--- config.mk ---
export PLATFORM = sky130hd
export DESIGN_NAME = imm_extend_pipe
export DESIGN_NICKNAME = d
export VERILOG_FILES = /design/src/rtl/imm_extend_pipe.sv
export SDC_FILE = /design/constraint.sdc
export NUM_CORES = 1
export LEC_CHECK = 0
export ABC_AREA = 1
export ABC_CLOCK_PERIOD_IN_PS = 2400
export BUFFER_PORTS_ARGS = -buffer_cell sky130_fd_sc_hd__buf_2
export CAP_MARGIN = 40
export CORE_MARGIN = 1
export CORE_UTILIZATION = 55
export CTS_CLUSTER_SIZE = 10
export DETAILED_ROUTE_END_ITERATION = 16
export MAX_ROUTING_LAYER = met4
export PLACE_DENSITY = 0.79
export SYNTH_ARGS = -nofsm -noshare
export SYNTH_HDL_FRONTEND = slang
export SYNTH_SLANG_ARGS = --single-unit
export TNS_END_PERCENT = 5
--- constraint.sdc ---
create_clock -name clk -period 2.4 [get_ports clk]
set_clock_uncertainty 0.15 [all_clocks]
set_input_delay 0.6 -clock clk [delete_from_list [all_inputs] [get_ports clk]]
set_output_delay 0.6 -clock clk [all_outputs]
set_load 0.005 [all_outputs]
--- src/rtl/imm_extend_pipe.sv ---
// Immediate extender with a two-entry (output + skid) registered handshake stage.
// Optional fire counter on out_cnt is built when IMM_EXT_CNT_EN is defined.
module imm_extend_pipe #(
  parameter int HALF_W = 4,
  parameter int OUT_W  = 16
) (
  input  logic              clk,
  input  logic              rst,
  input  logic [HALF_W-1:0] in_hi,
  input  logic [HALF_W-1:0] in_lo,
  input  logic [1:0]        in_mode,
  input  logic              in_valid,
  output logic              in_ready,
  output logic [OUT_W-1:0]  out_data,
  output logic              out_valid,
`ifdef IMM_EXT_CNT_EN
  input  logic              out_ready,
  output logic [15:0]       out_cnt
`else
  input  logic              out_ready
`endif
);

  localparam int IN_W  = 2 * HALF_W;
  localparam int PAD_W = OUT_W - IN_W;

  typedef enum logic [1:0] {
    EMPTY = 2'd0,
    BUSY  = 2'd1,
    FULL  = 2'd2
  } state_t;

  state_t           state;
  state_t           state_next;
  logic             accept;
  logic             fire;
  logic             load_out;
  logic             load_skid;
  logic             out_from_skid;
  logic [IN_W-1:0]  raw;
  logic [OUT_W-1:0] sext;
  logic [OUT_W-1:0] ext;
  logic [OUT_W-1:0] out_q;
  logic [OUT_W-1:0] skid_q;

  assign raw    = {in_hi, in_lo};
  assign sext   = {{PAD_W{raw[IN_W-1]}}, raw};
  assign accept = in_valid & in_ready;
  assign fire   = out_valid & out_ready;

  // NOTE: every always_comb output gets a default first so no path leaves it unassigned (no latch).
  always_comb begin
    ext = sext;
    case (in_mode)
      2'b00:   ext = sext;
      2'b01:   ext = {{PAD_W{1'b0}}, raw};
      2'b10:   ext = {raw, {PAD_W{1'b0}}};
      default: ext = {sext[OUT_W-2:0], 1'b0};
    endcase
  end

  // NOTE: sequential state uses non-blocking assignments so all registers update from pre-edge values.
  always_ff @(posedge clk) begin
    if (rst) state <= EMPTY;
    else     state <= state_next;
  end

  always_comb begin
    state_next = state;
    case (state)
      EMPTY: if (accept) state_next = BUSY;
      BUSY: begin
        if (accept && !fire)      state_next = FULL;
        else if (!accept && fire) state_next = EMPTY;
      end
      FULL:    if (fire) state_next = BUSY;
      default: state_next = EMPTY;
    endcase
  end

  always_comb begin
    in_ready  = !rst && (state != FULL);
    out_valid = (state != EMPTY);
  end

  // Register load enables; accept & fire in BUSY refills the output register directly.
  always_comb begin
    load_out      = 1'b0;
    load_skid     = 1'b0;
    out_from_skid = 1'b0;
    case (state)
      EMPTY: load_out = accept;
      BUSY: begin
        load_out  = accept & fire;
        load_skid = accept & ~fire;
      end
      FULL: begin
        load_out      = fire;
        out_from_skid = 1'b1;
      end
      default: ;
    endcase
  end

  // NOTE: data registers are reset too, because out_data must read zero after reset.
  always_ff @(posedge clk) begin
    if (rst) begin
      out_q  <= '0;
      skid_q <= '0;
    end else begin
      if (load_out)  out_q  <= out_from_skid ? skid_q : ext;
      if (load_skid) skid_q <= ext;
    end
  end

  assign out_data = out_q;

`ifdef IMM_EXT_CNT_EN
  always_ff @(posedge clk) begin
    if (rst)       out_cnt <= '0;
    else if (fire) out_cnt <= out_cnt + 16'd1;
  end
`endif

endmodule

==> results of run 1 <==
-- through the flow --
step	std cells	hold slack, ps	area [sq um]	setup WS, ps
final	347	312	2040	286
after global routing	347	353	2040	174
after CTS	347	312	2040	279
after detailed placement	339	295	1950	333
after global placement	339	291	1950	362
after floorplan	275	280	1800	394
-- sequential cells by signal (all words and copies together), names as in the netlist --
register / count
out_data: 16
state: 2
skid_q: 16
-- layer usage --
layer	part of all wire, %	vias up
met5	0	-
met3	5.0	5
met4	1.6	0
li1	-	946
met2	42	54
met1	51	766
-- Yosys cell counts (all sizes together), types with 2 or more instances --
| cell type | number |
|---|---|
| nand2 | 77 |
| nor2 | 56 |
| dfxtp | 34 |
| nand3 | 26 |
| o21ai | 23 |
| inv | 15 |
| nand3b | 15 |
| buf | 11 |
| a31oi | 6 |
| clkbuf | 4 |
| a21oi | 3 |
| ha | 2 |
-- cell families after synthesis --
logic type	share of synthesized area (%)
AO/OA/AOI/OAI	9.76
adder cells (fa/ha/maj)	1.39
buffers and inverters	7.94
flip-flops	37.9
AND/OR/NAND/NOR	43.0
-- report_power, final --
part           total [mW]  switching [mW]  leakage (nW)  internal (mW)
clock network       0.422           0.204        0.0374          0.218
registers           0.776          0.0730         0.278          0.702
logic               0.786           0.477         0.741          0.309
-- worst register-to-register path, cell delays in order, from the launching register on --
cell	delay, ps
dfxtp_1	480
nor2_2	80
nor3_1	210
ha_1	200
nand3_1	100
inv_1	70
buf_4	230
o21ai_0	110
a31oi_1	160
-- worst max path at each step --
| stage | cells past startpoint | slack (ps) | endpoint |
|---|---|---|---|
| 2_1_floorplan | 13 | 390 | out_data[14] |
| 3_3_place_gp | 9 | 360 | skid_q[6] |
| 4_1_cts | 5 | 280 | in_ready |
| 5_1_grt | 5 | 170 | in_ready |
| 6_report | 5 | 290 | in_ready |
| 3_5_place_dp | 9 | 330 | skid_q[4] |
-- final cells by class --
class	instances	area, sq um	share of cell area [%]
multi-input cells	211	972	47.7
clock buffers	5	37.5	1.84
flip-flops and latches	34	681	33.4
inverters	15	61.3	3.01
well taps	44	55.1	2.70
repair buffers	35	185	9.09
clock inverters	3	45.0	2.21
==> qor.csv, run 1 <==
stage;metric;value;unit
run_status;status;completed;
logic_synthesis;synth_edf_count;0;
timing;setup_violations;0;
critical_path;critPathBufInv;3;
timing;hold_viol_final;0;
critical_path;crit_arrival;1360;ps
critical_path;cp.required;1650;ps
global_route;gr-usage-met1;34.5;%
finish;fin_util;66.2;%
logic_synthesis;avgSynthCellArea;6.53;sq um
logic_synthesis;synth.distinct_cells;23;
logic_synthesis;yosys-top-cells-area;dfxtp_1 (38%), nand2_1 (16%), nor2_1 (11%);
clock_tree;tritoncts;done;
drt;firstDrtPassIters;4;
logic_synthesis;syn_area;1800;sq um
drt;drtIter0Drc;143;
floorplanning;initial_core_util;58.3;%
critical_path;end_kind;output pin;
floorplanning;die_y;59.1;um
drt;antenna_left;0;
pwr;p_total;1.98;mW
logic_synthesis;ys_ff_latch;34;
timing;period_minus_slack;2110;ps
pwr;peakVddDrop;0.508;mV
finish;fillers;316;
clock_tree;cts_resized;0;
min_path;min_to;skid_q[0];
logic_synthesis;syn_inst;275;
global_route;gr-usage-met3;3.93;%
global_route;grtUsageMet2;35.7;%
finish;layout_commonest_cell;nand2_1;
clock_tree;worst_skew_pair.late_latency;340;ps
timing;worstMarginPinSlew;449;ps
drt;drt-vias-per-instance;5.10;
global_route;grt_pass1_vias;1480;
logic_synthesis;async_reset_ff_share;0;%
min_path;hp-class;register to register;
logic_synthesis;ys_warn_count;0;
placement;gp_congestion;0.906;
critical_path;cp_max_fo;19;
floorplanning;io_pins;32;
critical_path;criticalPathCategory;register to output pin;
critical_path;path_delay_family;buffers and inverters;
logic_synthesis;syn_nets;291;
critical_path;start_kind;register;
logic_synthesis;synth_ff_type;dfxtp_1;
critical_path;timing.rr.end;skid_q[5];
drt;wl_per_cell;11.3;um
critical_path;r2r_start;state[0];
critical_path;startpoint;state[1];
finish;syn2layout_area_growth;13.4;%
logic_synthesis;synth_top_area_share;37.9;%
critical_path;reg2reg_depth;8;
clock_tree;hold_buffers;0;
min_path;hp-start;skid_q[0];
run;drv_cap;0;
timing;fmax;473;MHz
clock_tree;post_cts_buffers;0;
pwr;power.leakage;1.06;nW
drt;via_count;1771;
global_route;grt_pass1_wl;6.34;mm
timing;final_max_slew_viol_count;0;
finish;drive_above_1_share;17.2;%
clock_tree;clk_root_buffer_cell;clkbuf_4;
placement;place_hpwl;2.73;mm
critical_path;slowest_delay;410;ps
floorplanning;dieWidth;59.1;um
drt;drc;0;
clock_tree;numCtsBuffers;5;
finish;nNetsFinal;318;
timing;finalCritPeriodShare;88.1;%
logic_synthesis;ys_seq_area_share;37.9;%
clock_tree;clockBufferDepth;2;
clock_tree;htree_levels;2;
clock_tree;clkTransAtPathRegs;110;ps
global_route;grt_max_degree;35;
floorplanning;coreArea;3080;sq um
floorplanning;dieArea;3500;sq um
finish;final_cell_mix;nand2_1 (75), nor2_1 (55), dfxtp_1 (34), buf_2 (31), nand3_1 (26);
clock_tree;cts.sinks;34;
floorplanning;row_count;20;
global_route;track_usage;24.8;%
critical_path;r2r_setup_slack;550;ps
placement;numPortBuffers;31;
critical_path;cp_slowest_cell;dfxtp_1;
finish;num_antenna_cells;0;
critical_path;crit_chain;inv_2 > nor2_2 > buf_4 > nor2_1 > buf_2;
global_route;busiest_layer;met2;
timing;rsz0062_at_grt;no;
pwr;powerDensity;974;nW/um^2
timing;maxSlewHeadroom;70.0;%
global_route;overflow;0;
drt;drt-total-wl;3.91;mm
timing;finalSetupTns;0;ps
logic_synthesis;synth_top_area_cell;dfxtp_1;
min_path;hold_depth;2;
global_route;antenna_found_initial;0;
Power figures use the tool's default switching activity.
==> run 2: changes to the inputs <==
--- a/config.mk
+++ b/config.mk
@@ -10,11 +10,11 @@
 export BUFFER_PORTS_ARGS = -buffer_cell sky130_fd_sc_hd__buf_2
 export CAP_MARGIN = 40
 export CORE_MARGIN = 1
-export CORE_UTILIZATION = 55
+export CORE_UTILIZATION = 50
 export CTS_CLUSTER_SIZE = 10
 export DETAILED_ROUTE_END_ITERATION = 16
 export MAX_ROUTING_LAYER = met4
-export PLACE_DENSITY = 0.79
+export PLACE_DENSITY = 0.73
 export SYNTH_ARGS = -nofsm -noshare
 export SYNTH_HDL_FRONTEND = slang
 export SYNTH_SLANG_ARGS = --single-unit
==> run 2 against run 1 <==
Against the previous run: clock-buffer cell count is the same; worst hold slack better by 7.1 ps; routed wire length grew 4.4%; die area up 9.7%; critical endpoint unchanged; highest routed layer unchanged; flip-flop and latch count unchanged; largest cell class unchanged; utilization decreased by 5.9 points; worst setup slack worse by 21 ps; critical path depth unchanged; sequential share of layout area down 0.082 points; global-route usage is 1.2 points lower; clock power hardly changed; via count rose by 0.17%.
==> qor.csv, run 2 (synthesis results as in run 1) <==
stage;metric;value;unit
run_status;status;completed;
finish;layout_commonest_cell;nand2_1;
global_route;overflow;0;
global_route;antenna_found_initial;0;
clock_tree;clkTransAtPathRegs;110;ps
drt;drtIter0Drc;139;
floorplanning;coreArea;3390;sq um
critical_path;reg2reg_depth;10;
clock_tree;numCtsBuffers;5;
critical_path;end_kind;output pin;
finish;postLayoutCellArea;2040;sq um
critical_path;start_kind;register;
clock_tree;worst_skew_pair.late_latency;360;ps
min_path;hp-start;skid_q[0];
floorplanning;dieArea;3830;sq um
timing;final_max_slew_viol_count;0;
clock_tree;cts_resized;0;
min_path;min_to;skid_q[0];
drt;wl_per_cell;11.6;um
run;drv_cap;0;
drt;drt-total-wl;4.08;mm
drt;firstDrtPassIters;4;
finish;fillers;331;
timing;maxSlewHeadroom;69.4;%
finish;nNetsFinal;319;
timing;fmax;468;MHz
finish;num_antenna_cells;0;
placement;place_inst;342;
clock_tree;cts.sinks;34;
critical_path;r2r_setup_slack;500;ps
global_route;grt_max_degree;35;
floorplanning;die_y;61.9;um
drt;drt-vias-per-instance;5.07;
placement;gp_congestion;0.847;
timing;setup_violations;0;
pwr;peakVddDrop;0.471;mV
clock_tree;hold_buffers;0;
min_path;hold_depth;2;
critical_path;crit_arrival;1380;ps
finish;final_cell_mix;nand2_1 (75), nor2_1 (55), dfxtp_1 (34), buf_2 (31), nand3_1 (26);
clock_tree;clk_root_buffer_cell;clkbuf_4;
min_path;hp-class;register to register;
timing;hold_viol_final;0;
critical_path;criticalPathCategory;register to output pin;
placement;place_hpwl;2.77;mm
placement;placed_cell_area;1960;sq um
floorplanning;dieWidth;61.9;um
timing;period_minus_slack;2130;ps
global_route;grt_pass1_vias;1351;
clock_tree;post_cts_buffers;0;
critical_path;timing.rr.end;out_data[12];
floorplanning;io_pins;32;
timing;finalCritPeriodShare;88.9;%
floorplanning;initial_core_util;53.0;%
drt;via_count;1774;
pwr;powerDensity;972;nW/um^2
global_route;track_usage;23.6;%
drt;antenna_left;0;
timing;worstMarginPinSlew;458;ps
placement;numPortBuffers;31;
critical_path;cp_max_fo;19;
floorplanning;row_count;21;
global_route;grt_pass1_wl;6.29;mm
clock_tree;clockBufferDepth;2;
critical_path;r2r_start;state[0];
clock_tree;htree_levels;2;
critical_path;cp.required;1650;ps
finish;drive_above_1_share;17.4;%
timing;finalSetupTns;0;ps
finish;final_cells;350;
clock_tree;tritoncts;done;
pwr;power.leakage;1.07;nW
finish;syn2layout_area_growth;13.7;%
timing;rsz0062_at_grt;no;
drt;drc;0;
==> run 2: changes by cell type in the layout (fill, tap and decap cells not counted), sizes merged <==
cell      before  now
clkinvlp       2    0
clkinv         0    2
buf           35   36
==> run 2: report_power, final <==
part	internal, mW	total (mW)	switching (mW)	leakage, nW
clock network	0.216	0.423	0.207	0.0450
registers	0.703	0.776	0.0731	0.278
logic	0.312	0.787	0.475	0.746
==> run 2: area by class of cell <==
cell class | count | area (sq um) | share of cell area, %
timing repair buffer | 36 | 193 | 9.44
sequential | 34 | 681 | 33.3
clock buffer | 5 | 37.5 | 1.84
multi-input combinational | 211 | 972 | 47.6
clock inverter | 3 | 40.0 | 1.96
inverter | 15 | 61.3 | 3.00
tap | 46 | 57.6 | 2.82
==> run 2: metrics by stage <==
step / utilization [%] / total power [mW] / setup WS, ps / hold slack [ps]
3_5_place_dp: 58.0 / 1.57 / 290 / 297
3_3_place_gp: 58.0 / 1.57 / 334 / 294
4_1_cts: 60.2 / 2.00 / 260 / 313
6_report: 60.2 / 1.99 / 265 / 319
5_1_grt: 60.2 / 2.16 / 178 / 348
2_1_floorplan: - / 1.37 / 394 / 280
==> run 2: layer usage <==
layer / track usage (%) / vias up / part of all wire [%]
met5: - / - / 0
met4: 7.62 / 0 / 1.3
met3: 6.83 / 6 / 6.2
met2: 30.7 / 63 / 41
met1: 34.4 / 764 / 52
li1: - / 941 / -
==> run 2: worst max-delay path by stage <==
stage / from / end / slack [ps] / cells past startpoint
global placement: in_valid / out_data[13] / 330 / 11
detailed placement: in_valid / out_data[12] / 290 / 11
finish: state[1] / in_ready / 270 / 5
floorplan: state[0] / out_data[14] / 390 / 13
global route: state[1] / in_ready / 180 / 5
CTS: state[1] / in_ready / 260 / 5
==> run 2: critical path: stages (launching register included) <==
cell and delay, ps:
dfxtp_1 400, inv_2 90, nor2_2 100, buf_4 250
nor2_1 60, buf_2 120
